### src/rtl/sub_pkg.sv
// rtl/sub_pkg.sv - shared types and helpers for the nibble-serial subtractor
package sub_pkg;

    typedef enum logic [1:0] {
        IDLE = 2'd0,
        RUN  = 2'd1,
        DONE = 2'd2
    } state_t;

    localparam int SLICE_W = 4;

    // Never returns less than 1 so a single-slice build still gets a legal counter.
    function automatic int clog2(input int n);
        int r;
        r = 0;
        for (int i = 0; i < 31; i++) begin
            if ((1 << r) < n) begin
                r = r + 1;
            end
        end
        return (r < 1) ? 1 : r;
    endfunction

endpackage

### src/rtl/four_bit_subtractor.sv
// rtl/four_bit_subtractor.sv - combinational 4-bit ripple-borrow subtractor
module four_bit_subtractor (
    input  logic [3:0] i_a,
    input  logic [3:0] i_b,
    input  logic       i_bin,
    output logic [3:0] o_diff,
    output logic       o_bout
);

    logic [4:0] w_borrow;

    assign w_borrow[0] = i_bin;

    for (genvar g = 0; g < 4; g++) begin : g_cell
        assign o_diff[g]       = i_a[g] ^ i_b[g] ^ w_borrow[g];
        assign w_borrow[g + 1] = (~i_a[g] & i_b[g]) | (~(i_a[g] ^ i_b[g]) & w_borrow[g]);
    end

    assign o_bout = w_borrow[4];

endmodule

### src/rtl/nibble_serial_subtractor.sv
// rtl/nibble_serial_subtractor.sv - multi-cycle A - B - BIN, one nibble per clock
module nibble_serial_subtractor
    import sub_pkg::*;
#(
    parameter int WIDTH = 8
) (
    input  logic             i_clk,
    input  logic             i_rst,
    input  logic             i_start,
    input  logic [WIDTH-1:0] i_a,
    input  logic [WIDTH-1:0] i_b,
    input  logic             i_bin,
    output logic             o_busy,
    output logic             o_done,
    output logic [WIDTH-1:0] o_diff,
    output logic             o_bout,
    output logic             o_zero,
    output logic             o_neg,
    output logic             o_ovf
);

    localparam int SLICES = WIDTH / SLICE_W;
    localparam int CNT_W  = clog2(SLICES);

    if ((WIDTH % SLICE_W) != 0 || WIDTH < SLICE_W) begin : g_width_check
        $error("nibble_serial_subtractor: WIDTH must be a positive multiple of 4");
    end

    state_t             r_state;
    state_t             w_next_state;
    logic [WIDTH-1:0]   r_a;
    logic [WIDTH-1:0]   r_b;
    logic [WIDTH-1:0]   r_work;
    logic               r_borrow;
    logic [CNT_W-1:0]   r_k;
    logic [WIDTH-1:0]   r_diff;
    logic               r_bout;
    logic               r_zero;
    logic               r_neg;
    logic               r_ovf;

    logic               w_accept;
    logic               w_last;
    logic [SLICE_W-1:0] w_sl_a;
    logic [SLICE_W-1:0] w_sl_b;
    logic [SLICE_W-1:0] w_sl_diff;
    logic               w_sl_bout;
    logic [WIDTH-1:0]   w_work_next;

    // START is only honoured outside RUN, so operands on the bus mid-operation are ignored.
    assign w_accept = i_start && (r_state != RUN);
    assign w_last   = (r_state == RUN) && (r_k == CNT_W'(SLICES - 1));

    always_comb begin
        w_next_state = r_state;
        case (r_state)
            IDLE:    if (i_start) w_next_state = RUN;
            RUN:     if (w_last)  w_next_state = DONE;
            DONE:    w_next_state = i_start ? RUN : IDLE;
            default: w_next_state = IDLE;
        endcase
    end

    always_comb begin
        w_sl_a = '0;
        w_sl_b = '0;
        for (int s = 0; s < SLICES; s++) begin
            if (r_k == CNT_W'(s)) begin
                w_sl_a = r_a[s*SLICE_W +: SLICE_W];
                w_sl_b = r_b[s*SLICE_W +: SLICE_W];
            end
        end
    end

    four_bit_subtractor u_slice (
        .i_a    (w_sl_a),
        .i_b    (w_sl_b),
        .i_bin  (r_borrow),
        .o_diff (w_sl_diff),
        .o_bout (w_sl_bout)
    );

    always_comb begin
        w_work_next = r_work;
        for (int s = 0; s < SLICES; s++) begin
            if (r_k == CNT_W'(s)) begin
                w_work_next[s*SLICE_W +: SLICE_W] = w_sl_diff;
            end
        end
    end

    always_ff @(posedge i_clk) begin
        if (i_rst) begin
            r_state  <= IDLE;
            r_a      <= '0;
            r_b      <= '0;
            r_work   <= '0;
            r_borrow <= 1'b0;
            r_k      <= '0;
            r_diff   <= '0;
            r_bout   <= 1'b0;
            r_zero   <= 1'b0;
            r_neg    <= 1'b0;
            r_ovf    <= 1'b0;
        end else begin
            r_state <= w_next_state;
            if (w_accept) begin
                r_a      <= i_a;
                r_b      <= i_b;
                r_borrow <= i_bin;
                r_k      <= '0;
            end else if (r_state == RUN) begin
                r_work   <= w_work_next;
                r_borrow <= w_sl_bout;
                r_k      <= r_k + CNT_W'(1);
                // Results are published together on the last slice so they never show a partial value.
                if (w_last) begin
                    r_diff <= w_work_next;
                    r_bout <= w_sl_bout;
                    r_zero <= (w_work_next == '0);
                    r_neg  <= w_work_next[WIDTH-1];
                    r_ovf  <= (r_a[WIDTH-1] != r_b[WIDTH-1]) &&
                              (w_work_next[WIDTH-1] != r_a[WIDTH-1]);
                end
            end
        end
    end

    assign o_busy = (r_state == RUN);
    assign o_done = (r_state == DONE);
    assign o_diff = r_diff;
    assign o_bout = r_bout;
    assign o_zero = r_zero;
    assign o_neg  = r_neg;
    assign o_ovf  = r_ovf;

endmodule

### config.mk
export PLATFORM = sky130hd
export DESIGN_NAME = nibble_serial_subtractor
export DESIGN_NICKNAME = d
export VERILOG_FILES = /design/src/rtl/sub_pkg.sv /design/src/rtl/four_bit_subtractor.sv /design/src/rtl/nibble_serial_subtractor.sv
export SDC_FILE = /design/constraint.sdc
export NUM_CORES = 1
export LEC_CHECK = 0
export CORE_MARGIN = 1.5
export CORE_UTILIZATION = 53
export DETAILED_ROUTE_END_ITERATION = 6
export PLACE_DENSITY = 0.83
export SYNTH_ARGS = -nofsm -noshare
export SYNTH_HDL_FRONTEND = slang
export SYNTH_SLANG_ARGS = --single-unit
### constraint.sdc
create_clock -name i_clk -period 5.75 [get_ports i_clk]
set_input_delay 1.15 -clock i_clk [delete_from_list [all_inputs] [get_ports i_clk]]
set_output_delay 1.15 -clock i_clk [all_outputs]
set_load 0.03 [all_outputs]
# Yosys cells after proc, flatten, opt, wreduce, memory -nomap -nowiden
# Index checks and enable logic that the tools add are counted.
[classes] n_addsub=1 n_eq_ne=7 mux=10 bitwise=29 reduce_logical=10
[op_table] cell="$mux 4" count=4
[op_table] cell="$not 1->1" count=9
[op_table] cell="$and 1x1->1" count=8
[op_table] cell="$logic_not 8->1" count=1
[op_table] cell="$xor 1x1->1" count=8
[op_table] cell="$pmux 2 s3" count=1
[op_table] cell="$mux 2" count=2
[op_table] cell="$ne 2x1->1 const B" count=2
[op_table] cell="$or 1x1->1" count=4
[op_table] cell="$reduce_and 2->1" count=2
[op_table] cell="$logic_and 1x1->1" count=3
[op_table] cell="$mux 1" count=3
[op_table] cell="$reduce_and 3->1" count=1
[op_table] cell="$eq 2x1->1 const B" count=1
[op_table] cell="$eq 2x2->1 const B" count=1
[op_table] cell="$logic_not 2->1" count=1
[op_table] cell="$ne 1x1->1" count=2
[op_table] cell="$ne 2x2->1 const B" count=1
[op_table] cell="$reduce_bool 2->1" count=1
[op_table] cell="$reduce_or 2->1" count=1
[op_table] cell="$add 1x1->1 const B" count=1
[word_totals] reg_bits=40 output_inout_bits=14 wordCells=68

# Longest topological paths before layout
# Gate-level depths: netlist (run 1).
[logic_depth] ltp_word=13 ltp_mapped=11

# Cells and area by module
# A second synthesis (run 1) with hierarchy kept.
[hier_totals] cells_unflattened=166 hier_area_um2=1569.0
[modules_own_cells] module="nibble_serial_subtractor" n_inst=1 cells_each=152 area_per_inst_um2=1451.4 seq_area_each_um2=720.7
[modules_own_cells] module="four_bit_subtractor" n_inst=1 cells_each=14 area_per_inst_um2=117.6 seq_area_each_um2=0.0

# Worst setup path after synthesis (run 1)
# No wires, ideal clock.
[synth_path] path_type="reg2reg" from="register r_k" to="register r_ovf, in the netlist o_ovf" setup_time_ns=0.088 arrival_ns=2.996 required_ns=5.662 path_slack_ns=2.666 path_stages_with_launch=11 path_buffers=1 synth_period_minus_slack_ns=3.084 cell_sequence="dfxtp_1 > buf_2 > mux2i_1 > fa_1 > inv_1 > fa_1 > fa_1 > inv_1 > fa_1 > or3b_2 > a311oi_2"
[synth_via] elab_chain_cells=13
[synth_rtl] item="from (decl)" line_no="nibble_serial_subtractor.sv:35" source="logic [CNT_W-1:0] r_k;"
[synth_rtl] item="from (signal assigned)" line_no="nibble_serial_subtractor.sv:115" source="r_k <= r_k + CNT_W'(1);"
[synth_rtl] item="$mux 4" line_no="nibble_serial_subtractor.sv:68" source="if (r_k == CNT_W'(s)) begin"
[synth_rtl] item="$xor 1x1->1" line_no="four_bit_subtractor.sv:16" source="assign w_borrow[g + 1] = (~i_a[g] & i_b[g]) | (~(i_a[g] ^ i_b[g]) & w_borrow[g]);"
[synth_rtl] item="$not 1->1" line_no="four_bit_subtractor.sv:16"
[synth_rtl] item="$and 1x1->1" line_no="four_bit_subtractor.sv:16"
[synth_rtl] item="$or 1x1->1" line_no="four_bit_subtractor.sv:16"
[synth_rtl] item="$and 1x1->1" line_no="four_bit_subtractor.sv:16"
[synth_rtl] item="$or 1x1->1" line_no="four_bit_subtractor.sv:16"
[synth_rtl] item="$and 1x1->1" line_no="four_bit_subtractor.sv:16"
[synth_rtl] item="$or 1x1->1" line_no="four_bit_subtractor.sv:16"
[synth_rtl] item="$xor 1x1->1" line_no="four_bit_subtractor.sv:15" source="assign o_diff[g] = i_a[g] ^ i_b[g] ^ w_borrow[g];"
[synth_rtl] item="$mux 4" line_no="nibble_serial_subtractor.sv:86" source="if (r_k == CNT_W'(s)) begin"
[synth_rtl] item="$ne 1x1->1" line_no="nibble_serial_subtractor.sv:123" source="(w_work_next[WIDTH-1] != r_a[WIDTH-1]);"
[synth_rtl] item="$logic_and 1x1->1" line_no="nibble_serial_subtractor.sv:122" source="r_ovf <= (r_a[WIDTH-1] != r_b[WIDTH-1]) &&"
[synth_rtl] item="to (signal assigned)" line_no="nibble_serial_subtractor.sv:122"
[synth_rtl] item="to (decl)" line_no="nibble_serial_subtractor.sv:40" source="logic r_ovf;"
# Parallel ways exist; a longest one is shown, timed or not.
# A chain may end at the register's enable or synchronous reset.

# Final worst setup path (run 1)
[layout_path] from="register r_state[1]" to="output port o_busy"
[layout_via] elab_chain_cells=1
[layout_rtl] item="from (decl)" line_no="nibble_serial_subtractor.sv:29" source="state_t r_state;"
[layout_rtl] item="from (signal assigned)" line_no="nibble_serial_subtractor.sv:106" source="r_state <= w_next_state;"
[layout_rtl] item="$eq 2x1->1" line_no="nibble_serial_subtractor.sv:129" source="assign o_busy = (r_state == RUN);"
[layout_rtl] item="to (decl)" line_no="nibble_serial_subtractor.sv:13" source="output logic o_busy,"
# Every way passes these cells.

==> metrics, run 1 <==
status=finished clean; H-Tree Depth=2; die area=approximately 0.0033 mm2; I/O pin cnt=34; Worst-Skew Late Latency=between 0.3 and 0.4 ns; Die W=roughly 57 um; hold path start=o_diff[4]; vias=1318; #FFs+latches synth=35; syn_area_per_cell=8.94 um2; worst-path cell chain=nand2b_1 -> inv_2 -> clkdlybuf4s50_1; Core Util, Final=69.5%; synth warn=0; r2r setup slk=2.35 ns; initial antenna violation count=0; Internal Power=just over 400 uW; Max Freq=around 0.28 GHz; routed len/inst=~14 um; Core Area=0.00276 mm2; total CTS buffers=5; share of cells above drive strength 1=under 10%; max-slew violations=0; Pwr Density=286 mW/mm2; drt via density=5.73; Switch Pwr=approximately 140 uW; Worst slew margin=14.8%; max incr delay on CP=between 0.6 and 0.7 ns; switching part of the total=26.3%; Tot Pwr=549 uW; largest net degree at the start of global routing=37; synthesized instance count=173; CP max stage cell=nand2b_1; RePlAce Congestion=0.746; Pleak=between 0.0006 and 0.0007 uW; TritonRoute pass-1 iters=4; Syn Nets=197; number of gates resized after CTS=0; Critical Path End Type=primary output; clk sinks=35; RSZ-0062 raised after global routing=false; Crit path max-delay family=buffers and inverters; final cell count without fillers=230; Worst Path Required=approximately 4.6 ns; Area growth syn-to-layout=23.9%; Reg power frac=48.7%; WHS Path Cells=2; ANT cells=0; Die H=around 57 um; HP Class=flop to flop; WL final=3.20 mm; Hold Slack=0.459 ns; grt total ovfl=0; Fin Clk Skew=0.0102 ns; vias in the first global route=around 1200; Synth Flop Type=dfxtp_1; setup_tns=0 ns; Async S/R FF share, synth=0%; WP data arrival=2.38 ns; CTS tree=built; CP startpoint kind=flop; Clk pwr share=approximately a third; number of nets with antenna violations after routing=0; first-pass GRT wire length=5.24 mm; Worst Hold End=o_diff[4]; hold buffers post-CTS=0; CTS root buf=clkbuf_4; Post-synth EDFFs=0; CP bufs+invs=2; Crit Reg-Reg Endpoint=o_ovf; Max-Cap Viols=0; num rows=19; period utilisation layout=61.3%; clk slew on worst S/H paths=0.11 ns; clock buffer depth=2; Syn Std Cell Area=0.00155 mm2; DP Cell Count=222; maximum vdd ir drop=0.000194 V; Final setup viols=0; post-CTS setup buffer count=0; synth unique cells=29; Post-DP HPWL=2.24 mm; worst r2r src=r_k; Final Hold Viols=0; drt drc=0; final-stage net count=222; crit path kind=flop to primary output; pin slew with the least headroom to its limit=approximately 1.3 ns; Total GRT Usage=20.8%; fin crit period=3.53 ns; Seq/Total Area, Yosys=45.3%; crit-path max FO=21; Comb pwr share=17.9%; Initial Util=56.1%; DRT iter0 DRCs=52; Port-buffer cells=33; r2r worst-path depth=9
layer usage:
metal / global-route usage, % / share of wire (%)
met1: 24.9 / 42
met2: 34.5 / 49
met3: 5.67 / 6.2
met4: 10.6 / 2.7
met5: 0 / 0
tightest hold or removal path, stage by stage (launching register included):
cell     delay, ns
dfxtp_1       0.32
nand2_1       0.05
a21oi_1       0.05
cells in the final DEF, fill, tap and decap left out, types with 2 or more instances in the layout:
| cell type | count |
|---|---|
| nand3_1 | 16 |
| a211oi_1 | 3 |
| mux2_2 | 4 |
| nand3b_1 | 3 |
| clkbuf_4 | 5 |
| clkdlybuf4s50_1 | 33 |
| mux2i_1 | 4 |
| a21oi_1 | 28 |
| nor2_1 | 7 |
| nand2_1 | 15 |
| nor2b_1 | 2 |
| o21ai_0 | 19 |
| dfxtp_1 | 35 |
| o21a_1 | 2 |
| fa_1 | 4 |
| inv_1 | 5 |
how the worst max path moves through the flow:
| stage | startpoint | to | slack [ns] | cells after the start |
|---|---|---|---|---|
| floorplan | r_k | o_ovf | 2.67 | 10 |
| global placement | r_k | o_ovf | 2.52 | 9 |
| detailed placement | r_k | o_ovf | 2.39 | 9 |
| CTS | r_state[1] | o_busy | 2.23 | 3 |
| global route | r_state[1] | o_busy | 2.09 | 3 |
| finish | r_state[1] | o_busy | 2.22 | 3 |
final cells by class:
cell class	instances	area, um2
clock buffers	6	51.3
clock inverters	2	35.0
fillers	242	841
inverters	6	22.5
multi-input cells	117	738
flip-flops and latches	35	701
well taps	31	38.8
repair buffers	33	330
flip-flops by register name, indices dropped and copies added, names as in the netlist:
register  flops
o_ovf         1
r_a           8
r_work        4
r_state       2
r_k           1
o_zero        1
r_b           8
o_diff        8
o_bout        1
r_borrow      1
per-stage QoR:
step	setup WS, ns	area [um2]
after floorplan	2.67	1550
after global placement	2.52	1830
after detailed placement	2.39	1830
after CTS	2.23	1920
after global routing	2.09	1920
final	2.22	1920
Yosys cell counts, types with 4 or more instances:
library cell | count | area (um2)
nor2_1 | 7 | 26.3
buf_2 | 8 | 40.0
inv_1 | 5 | 18.8
fa_1 | 4 | 80.1
mux2i_1 | 4 | 40.0
mux2_2 | 4 | 45.0
clkbuf_1 | 4 | 15.0
o21ai_0 | 19 | 95.1
nand3_1 | 16 | 80.1
nand2_1 | 15 | 56.3
dfxtp_1 | 35 | 701
a21oi_1 | 28 | 140
cell families (layout without fill, tap and decap cells):
group                      count (synthesis)  after routing  share of synthesized area, %
DFF                                       35             35                          45.3
muxes                                      8              8                          5.50
and+or+nand+nor                           50             50                          17.0
AOI/OAI and AO/OA                         55             55                          20.1
adders and majority gates                  4              4                          5.18
buffers and inverters                     21             47                          6.96
power by group through the flow:
stage	logic [uW]	registers [uW]	clock network (uW)
after floorplan	66.8	271	0
after global placement	94.0	272	0
after detailed placement	97.8	273	0
after CTS	98.2	267	186
after global routing	107	269	196
final	98.3	267	183
(Power assumes the default switching activity.)
==> run 2: changes to the inputs <==
CORE_UTILIZATION = 49   (was 53)
PLACE_DENSITY = 0.78   (was 0.83)
clock period = 3.35 ns   (was 5.75 ns; I/O delays follow)
==> metrics, run 2 (synthesis results as in run 1) <==
pre-CTS setup slack=0.0945 ns (-2.30 ns); commonest non-fill, non-tap cell in the layout=dfxtp_1; routing usage on met3=6.11% (+0.44 points); Most Crowded Layer GR=met2; setup_tns=0 ns (unchanged); crit path kind=flop to flop; WP data arrival=3.40 ns (+1.02 ns); Worst Path Required=3.61 ns (-0.99 ns); Pwr Density=440 mW/mm2 (+54%); maximum vdd ir drop=0.000236 V (+22%); drt via density=5.23 (-8.7%); routed len/inst=12.6 um (-9.3%); Global Route met2 Usage=35.9% (+1.5 points); ANT cells=0 (unchanged); Die W=59.2 um (+3.8%); num rows=20 (+1); max-slew violations=0 (unchanged); CP max stage cell=or3b_2; drt drc=0 (unchanged); Max Freq=0.318 GHz; clk slew on worst S/H paths=0.10 ns (about the same); Area growth syn-to-layout=24.7%; Worst slew margin=45.1% (+30 points); vias=1292 (-2.0%); r2r worst-path depth=9 (unchanged); clk sinks=35 (unchanged); Hold Slack=0.457 ns (-0.00156 ns); Pleak=0.000680 uW (+0.12%); number of nets with antenna violations after routing=0 (unchanged); WL final=3.12 mm (-2.6%); fin worst setup slack=0.207 ns (-2.02 ns); Initial Util=51.1% (-5.0 points); Max-Cap Viols=0 (unchanged); WHS Path Cells=2 (unchanged); Total GRT Usage=19.7% (-1.1 points); RSZ-0062 raised after global routing=false; DRT iter0 DRCs=47 (-9.6%); CTS tree=built; Crit path max-delay family=adder cells; max incr delay on CP=0.48 ns (-0.20 ns); TritonRoute pass-1 iters=4 (unchanged); grt total ovfl=0 (unchanged); Final Hold Viols=0 (unchanged); Critical Path End Type=flop; Port-buffer cells=33 (unchanged); RePlAce Congestion=0.789 (+5.7%); Final setup viols=0 (unchanged); Worst-Skew Late Latency=0.34 ns (about the same); Fillers=291 (+20%); fin crit period=about 3.1 ns; Die H=59.2 um (+3.8%); H-Tree Depth=2 (unchanged); I/O pin cnt=34 (unchanged); cell depth of the worst setup path=9 (+6); CTS root buf=clkbuf_4; period utilisation layout=93.8%; status=finished clean; M1 GR Usage=21.8% (-3.1 points); largest net degree at the start of global routing=24 (-35%); Top cell by count, worst path=fa_1; first-pass GRT wire length=5.29 mm (+1.1%); Fin Clk Skew=0.00954 ns (-0.000699 ns); Post-DP HPWL=2.24 mm (+0.19%); clock buffer depth=2 (unchanged); CP bufs+invs=2 (unchanged); HP Class=flop to flop; pin slew with the least headroom to its limit=0.821 ns (-0.453 ns); hold buffers post-CTS=0 (unchanged); total CTS buffers=5 (unchanged); Core Area=0.00303 mm2 (+9.8%); final-stage net count=226 (+1.8%); crit-path max FO=9 (-57%); initial antenna violation count=0 (unchanged); CP startpoint kind=flop; r2r setup slk=0.21 ns (-2.14 ns); vias in the first global route=1217 (+3.7%); die area=0.00350 mm2 (+7.7%); most frequent cells in the layout=dfxtp_1 (34), clkdlybuf4s50_1 (33), a21oi_1 (28), o21ai_0 (19), nand3_1 (16); share of cells above drive strength 1=9.85% (+1.3 points); worst-path cell chain=mux2i_1 -> fa_1 -> inv_1 -> fa_1 -> fa_1 -> inv_1 -> fa_1 -> or3b_2 -> a311oi_2
==> run 2: power breakdown <==
group	total, uW	internal (uW)	switching [uW]	leakage, uW
Sequential	457	440	17.4	0.000286
Combinational	173	81.9	91.2	0.000364
Clock	218	81.8	137	0.0000293
Total	849	603	245	0.000680
==> run 2: final timing paths <==
check / start / endpoint
max: r_k / o_ovf
min: o_diff[1] / o_diff[1]
max reg2reg: r_k / o_ovf
min reg2reg: o_diff[1] / o_diff[1]
==> run 2: layout make-up <==
class                   instances  area, um2  share of cell area, %
multi-input cells             117        738                   38.3
flip-flops and latches         35        702                   36.4
repair buffers                 37        360                   18.7
well taps                      44       55.1                   2.86
clock buffers                   7       45.0                   2.34
inverters                       6       22.5                   1.17
clock inverters                 1       5.00                  0.260
==> run 2: worst reg2reg max path, cell delays in order (launching register included) <==
cell and delay (ns):
dfxtp_2 0.47, mux2i_1 0.30, fa_1 0.23, inv_1 0.05, fa_1 0.38, fa_1 0.38
inv_1 0.08, fa_1 0.47, or3b_2 0.48, a311oi_2 0.23
==> run 2: per-layer routing <==
metal,routed length (um),up-vias
met5,0,-
met4,37,0
met3,140,4
met2,1590,29
met1,1350,604
li1,-,655
==> run 2: per-stage QoR <==
| step | util [%] | total power, uW | std cells | cell area, um2 |
|---|---|---|---|---|
| 6_report | 63.7 | 849 | 247 | 1930 |
| 5_1_grt | 63.7 | 891 | 247 | 1930 |
| 4_1_cts | 63.6 | 850 | 247 | 1930 |
| 3_5_place_dp | 62.0 | 639 | 239 | 1880 |
| 3_3_place_gp | 62.0 | 633 | 239 | 1880 |
| 2_1_floorplan | - | 580 | 173 | 1550 |
==> run 2: timing repair <==
action / 4_1_cts / 5_1_grt
gates resized for setup: 0 / 1
setup endpoints to repair: 0 / 2
buffers inserted: 0 / 0
